==> src/rtl/conv11_feeder.sv <==
// conv11_feeder: sequences per-channel parameter loads and feature-map reads
// for a 1x1 convolution datapath, with a fixed 2-cycle read-to-enable latency.
module conv11_feeder #(
    parameter int DATA_WIDTH = 8,
    parameter int BIAS_WIDTH = 32,
    parameter int ADDR_WIDTH = 12,
    parameter int PIX_NUM    = 64,
    parameter int CH_NUM     = 4,
    localparam int CH_WIDTH  = (CH_NUM > 1) ? $clog2(CH_NUM) : 1
) (
    input  logic                         clk,
    input  logic                         rst,
    input  logic                         start,
    input  logic                         stall,
    output logic                         busy,
    output logic                         done,
    output logic                         fm_rd_en,
    output logic [ADDR_WIDTH-1:0]        fm_rd_addr,
    input  logic [DATA_WIDTH-1:0]        fm_rd_data,
    output logic                         par_rd_en,
    output logic [CH_WIDTH-1:0]          par_rd_addr,
    input  logic [DATA_WIDTH-1:0]        weight_in,
    input  logic [BIAS_WIDTH-1:0]        bias_in,
    input  logic [BIAS_WIDTH-1:0]        scale_in,
    output logic                         conv11_en,
    output logic signed [DATA_WIDTH-1:0] data_0_0,
    output logic signed [DATA_WIDTH-1:0] weight_0,
    output logic signed [BIAS_WIDTH-1:0] bias,
    output logic signed [BIAS_WIDTH-1:0] scale,
    output logic [CH_WIDTH-1:0]          ch_idx,
    output logic [ADDR_WIDTH-1:0]        pix_idx
);

    localparam logic [ADDR_WIDTH-1:0] P_LAST = ADDR_WIDTH'(PIX_NUM - 1);
    localparam logic [CH_WIDTH-1:0]   C_LAST = CH_WIDTH'(CH_NUM - 1);

    typedef enum logic [2:0] {
        IDLE,
        LOAD_PAR,
        WAIT_PAR,
        STREAM,
        DRAIN,
        DONE
    } state_t;

    state_t                state, state_nx;
    logic [CH_WIDTH-1:0]   c, c_nx;
    logic [ADDR_WIDTH-1:0] p, p_nx;
    logic                  drain_cnt, drain_nx;
    logic                  cap_par;
    logic                  rd_v;
    logic [ADDR_WIDTH-1:0] rd_addr_q;

    always_comb begin
        state_nx    = state;
        c_nx        = c;
        p_nx        = p;
        drain_nx    = 1'b0;
        cap_par     = 1'b0;
        busy        = (state != IDLE);
        done        = 1'b0;
        fm_rd_en    = 1'b0;
        fm_rd_addr  = '0;
        par_rd_en   = 1'b0;
        par_rd_addr = '0;
        unique case (state)
            IDLE: begin
                if (start) begin
                    state_nx = LOAD_PAR;
                    c_nx     = '0;
                end
            end
            LOAD_PAR: begin
                par_rd_en   = 1'b1;
                par_rd_addr = c;
                state_nx    = WAIT_PAR;
            end
            WAIT_PAR: begin
                cap_par  = 1'b1;
                p_nx     = '0;
                state_nx = STREAM;
            end
            STREAM: begin
                if (!stall) begin
                    fm_rd_en   = 1'b1;
                    fm_rd_addr = p;
                    // hold p on the last pixel so it never wraps
                    if (p == P_LAST) state_nx = DRAIN;
                    else p_nx = p + 1'b1;
                end
            end
            DRAIN: begin
                drain_nx = ~drain_cnt;
                if (drain_cnt) begin
                    if (c == C_LAST) begin
                        state_nx = DONE;
                    end else begin
                        c_nx     = c + 1'b1;
                        state_nx = LOAD_PAR;
                    end
                end
            end
            DONE: begin
                done     = 1'b1;
                state_nx = IDLE;
            end
            default: state_nx = IDLE;
        endcase
    end

    always_ff @(posedge clk or negedge rst) begin
        if (!rst) begin
            state     <= IDLE;
            c         <= '0;
            p         <= '0;
            drain_cnt <= 1'b0;
            rd_v      <= 1'b0;
            rd_addr_q <= '0;
            conv11_en <= 1'b0;
            data_0_0  <= '0;
            pix_idx   <= '0;
            ch_idx    <= '0;
            weight_0  <= '0;
            bias      <= '0;
            scale     <= '0;
        end else begin
            state     <= state_nx;
            c         <= c_nx;
            p         <= p_nx;
            drain_cnt <= drain_nx;
            rd_v      <= fm_rd_en;
            rd_addr_q <= fm_rd_addr;
            conv11_en <= rd_v;
            // c is stable until the end of DRAIN, so it tags the last reads too
            if (rd_v) begin
                data_0_0 <= fm_rd_data;
                pix_idx  <= rd_addr_q;
                ch_idx   <= c;
            end
            if (cap_par) begin
                weight_0 <= weight_in;
                bias     <= bias_in;
                scale    <= scale_in;
            end
        end
    end

endmodule

==> config.mk <==
export PLATFORM = sky130hd
export DESIGN_NAME = conv11_feeder
export DESIGN_NICKNAME = d
export VERILOG_FILES = /design/src/rtl/conv11_feeder.sv
export SDC_FILE = /design/constraint.sdc
export NUM_CORES = 1
export LEC_CHECK = 0
export BUFFER_PORTS_ARGS = -buffer_cell sky130_fd_sc_hd__clkbuf_2
export CORE_MARGIN = 2
export CORE_UTILIZATION = 40
export CTS_BUF_LIST = sky130_fd_sc_hd__clkbuf_4 sky130_fd_sc_hd__clkbuf_8 sky130_fd_sc_hd__clkbuf_16
export DETAILED_ROUTE_END_ITERATION = 7
export PLACE_DENSITY = 0.75
export REMOVE_ABC_BUFFERS = 1
export SLEW_MARGIN = 25
export SYNTH_ARGS = -nofsm -noshare
export SYNTH_HDL_FRONTEND = slang
export SYNTH_SLANG_ARGS = --single-unit
==> constraint.sdc <==
create_clock -name clk -period 3.27 [get_ports clk]
set_input_delay 0.654 -clock clk [delete_from_list [all_inputs] [get_ports clk]]
set_output_delay 0.654 -clock clk [all_outputs]
set_load 0.005 [all_outputs]
==> results by group <==
Setup path
  – R2r setup slk: 0.83 ns
  – RR Endpoint: p[1]
  – Largest fanout on the critical path: 17
  – Critical path required time: 2.62 ns
  – Reg-to-reg startpoint: p[7]
  – Crit path cell chain: nor3b_1, buf_4, and2_1, clkbuf_2
  – Crit end category: output pin
  – Kind of critical path: reg -> out
  – CP arrival: 1.87 ns
  – Buf/Inv on CP: 2
  – Register-to-Register Path Depth: 4
  – Family with the most delay on the worst path: simple AND/OR/NAND/NOR gates
  – Max incr delay on CP: 0.49 ns
  – Slowest library cell on the worst path: dfrtp_1
  – Startpoint types: flop

Clocking
  – Post-CTS sizing: 0
  – Post-CTS Setup Inserts: 0
  – Max clock buf depth: 2
  – TritonCTS Buffers: 17
  – CTS Hold Bufs: 0
  – CTS sink count: 126
  – CTS Root Cell: clkbuf_16
  – TritonCTS clock tree: yes
  – H-tree Lvls: 4
  – Worst-path clk slew: 0.05 ns
  – Clk_lat worst skew: 0.41 ns

Timing
  – # setup viols final: 0
  – Final Slew Violations: 0
  – Tcrit/Tclk final: 77.1%
  – Final Critical Period: 2.52 ns
  – Unrepaired setup endpoints after global routing: false
  – Rel. slew slack: 35.7%
  – Measured slew at the worst slew-check pin: 0.965 ns
  – Fmax: 396 MHz
  – Final clock skew: 0.00564 ns
  – Hold Fails Final Rpt: 0
  – Setup TNS: 0 ns

Run
  – MaxCap Viol Count: 0

Global routing
  – Vias in the first global route: 3920
  – Largest net degree at the start of global routing: 73
  – Initial antenna violation count: 0
  – GRT Util Overall: 18.3%
  – Wire length of the first global-routing pass: 18900 um
  – Total gr overflow: 0

Floorplanning
  – Top Ports: 197
  – Die X: 115 um
  – Initial Util: 41.1%
  – Die Area: 13300 sq um
  – Row count: 40
  – Die Ht: 115 um
  – Core Region: 12000 sq um

Cells and area
  – Final instance area: 6720 sq um
  – Layout Cells excl Fill: 849
  – P&R area growth vs syn: 36.1%
  – Layout cells sized above 1: 37.3%
  – Final core occ: 55.9%
  – Ant diodes: 0
  – # nets final: 775

Yosys
  – Synth cell types: 36
  – Synth async-reset ratio: 100%
  – Mapped Cells: 492
  – Area leader, netlist: dfrtp_1
  – Top cells by count, synth: nand2_1 (230), dfrtp_1 (126), mux2_2 (23), clkbuf_1 (19), and3_1 (14)
  – Yosys reg bits: 126
  – Mapped Area: 4940 sq um
  – Area contributors post-synth: dfrtp_1 (64%), nand2_1 (17%), mux2_2 (5.2%)
  – Synthesis Warnings: 0
  – Synth top area share: 63.8%
  – Top FF cell, synth: dfrtp_1
  – Top-count cell post-synth: nand2_1
  – Avg Cell Area, Syn: 10.0 sq um
  – Sequential fraction of the synthesis area: 63.8%
  – EDFF count, synth: 0

Detailed routing
  – Wire length per cell: 14.1 um
  – WL final: 12000 um
  – Initial DRT Pass Iterations: 5
  – Initial DRC count: 243
  – DRC: 0
  – Antenna Violating Nets Remaining: 0
  – Total number of vias: 4015
  – Vias per cell: 4.73

Hold path
  – Hold/Removal Path Class: in -> async

Placement
  – Hpwl dp: 8390 um
  – Placed Area: 6080 sq um
  – Placed Cells: 817
  – Port Buf Inserts: 196
  – Routability cong.: 0.849

Pwr
  – Peak VDD IR: 0.362 mV
  – Power per Cell Area: 697 nW/um^2
  – Lkg Pwr: 3.68 nW

Run status
  – Status: finished, final reports clean
## worst max path at each step
stage	startpoint	end	slack (ns)	cells after the start
after floorplan	state[2]	p[1]	-0.23	4
after global placement	p[8]	p[1]	0.92	4
after detailed placement	p[8]	p[1]	0.86	4
after CTS	state[2]	fm_rd_en	0.73	4
after global routing	state[2]	fm_rd_en	0.57	4
final	state[2]	fm_rd_en	0.75	4
## through the flow
stage / worst slack (ns) / total power [mW] / hold WS (ns)
floorplan: -0.235 / 2.30 / 0.358
global placement: 0.924 / 2.68 / 0.457
detailed placement: 0.859 / 2.72 / 0.461
CTS: 0.733 / 4.74 / 0.306
global route: 0.571 / 4.92 / 0.340
finish: 0.748 / 4.68 / 0.275
## cells by family after synthesis
group	after synthesis	share of synthesized area [%]
DFF	126	63.8
and+or+nand+nor	288	24.5
muxes	28	6.36
buffers and inverters	27	2.08
AOI/OAI and AO/OA	21	2.74
adders and majority gates	2	0.507
## routing by layer
| layer | vias to the layer above | global-route usage (%) | wire length (um) |
|---|---|---|---|
| li1 | 1988 | - | - |
| met1 | 1881 | 22.3 | 4910 |
| met2 | 124 | 30.5 | 6210 |
| met3 | 22 | 4.64 | 550 |
| met4 | 0 | 8.92 | 275 |
| met5 | - | 0 | 0 |
## sequential cells by signal, indices dropped and copies added, names as in the netlist, 3 cells and up
register,cells
p,12
rd_addr_q,12
scale,32
weight_0,8
pix_idx,12
data_0_0,8
bias,32
state,3
## placed cells by master, fill, tap and decap left out, types with 3 or more instances in the layout
cell and instances:
a21oi_1 3, buf_4 6, nor3b_1 3, clkbuf_16 17
nand3b_1 3, bufinv_16 4, clkinvlp_4 3, clkbuf_2 195
and3_1 14, and2_1 3, o21ai_0 4, clkinv_2 4
nor2_1 8, mux2i_1 4, dfrtp_1 126, nand3_1 7
inv_1 3, nor3_1 4, mux2_2 23, a31oi_1 6
nand2_1 230, clkbuf_8 3
## report_power, final
group	total, mW	internal [mW]	switching [mW]
Clock	1.99	1.34	0.657
Sequential	1.99	1.82	0.176
Combinational	0.696	0.344	0.351
Total	4.68	3.50	1.18
## area by class of cell
class / count / area (sq um)
Fill cell: 1063 / 5290
Clock inverter: 11 / 163
Sequential cell: 126 / 3150
Inverter: 3 / 11.3
Clock buffer: 21 / 474
Multi-Input combinational cell: 339 / 1690
Tap cell: 147 / 184
Timing Repair Buffer: 202 / 1040
Note: power is estimated with default switching activity, not from simulation.
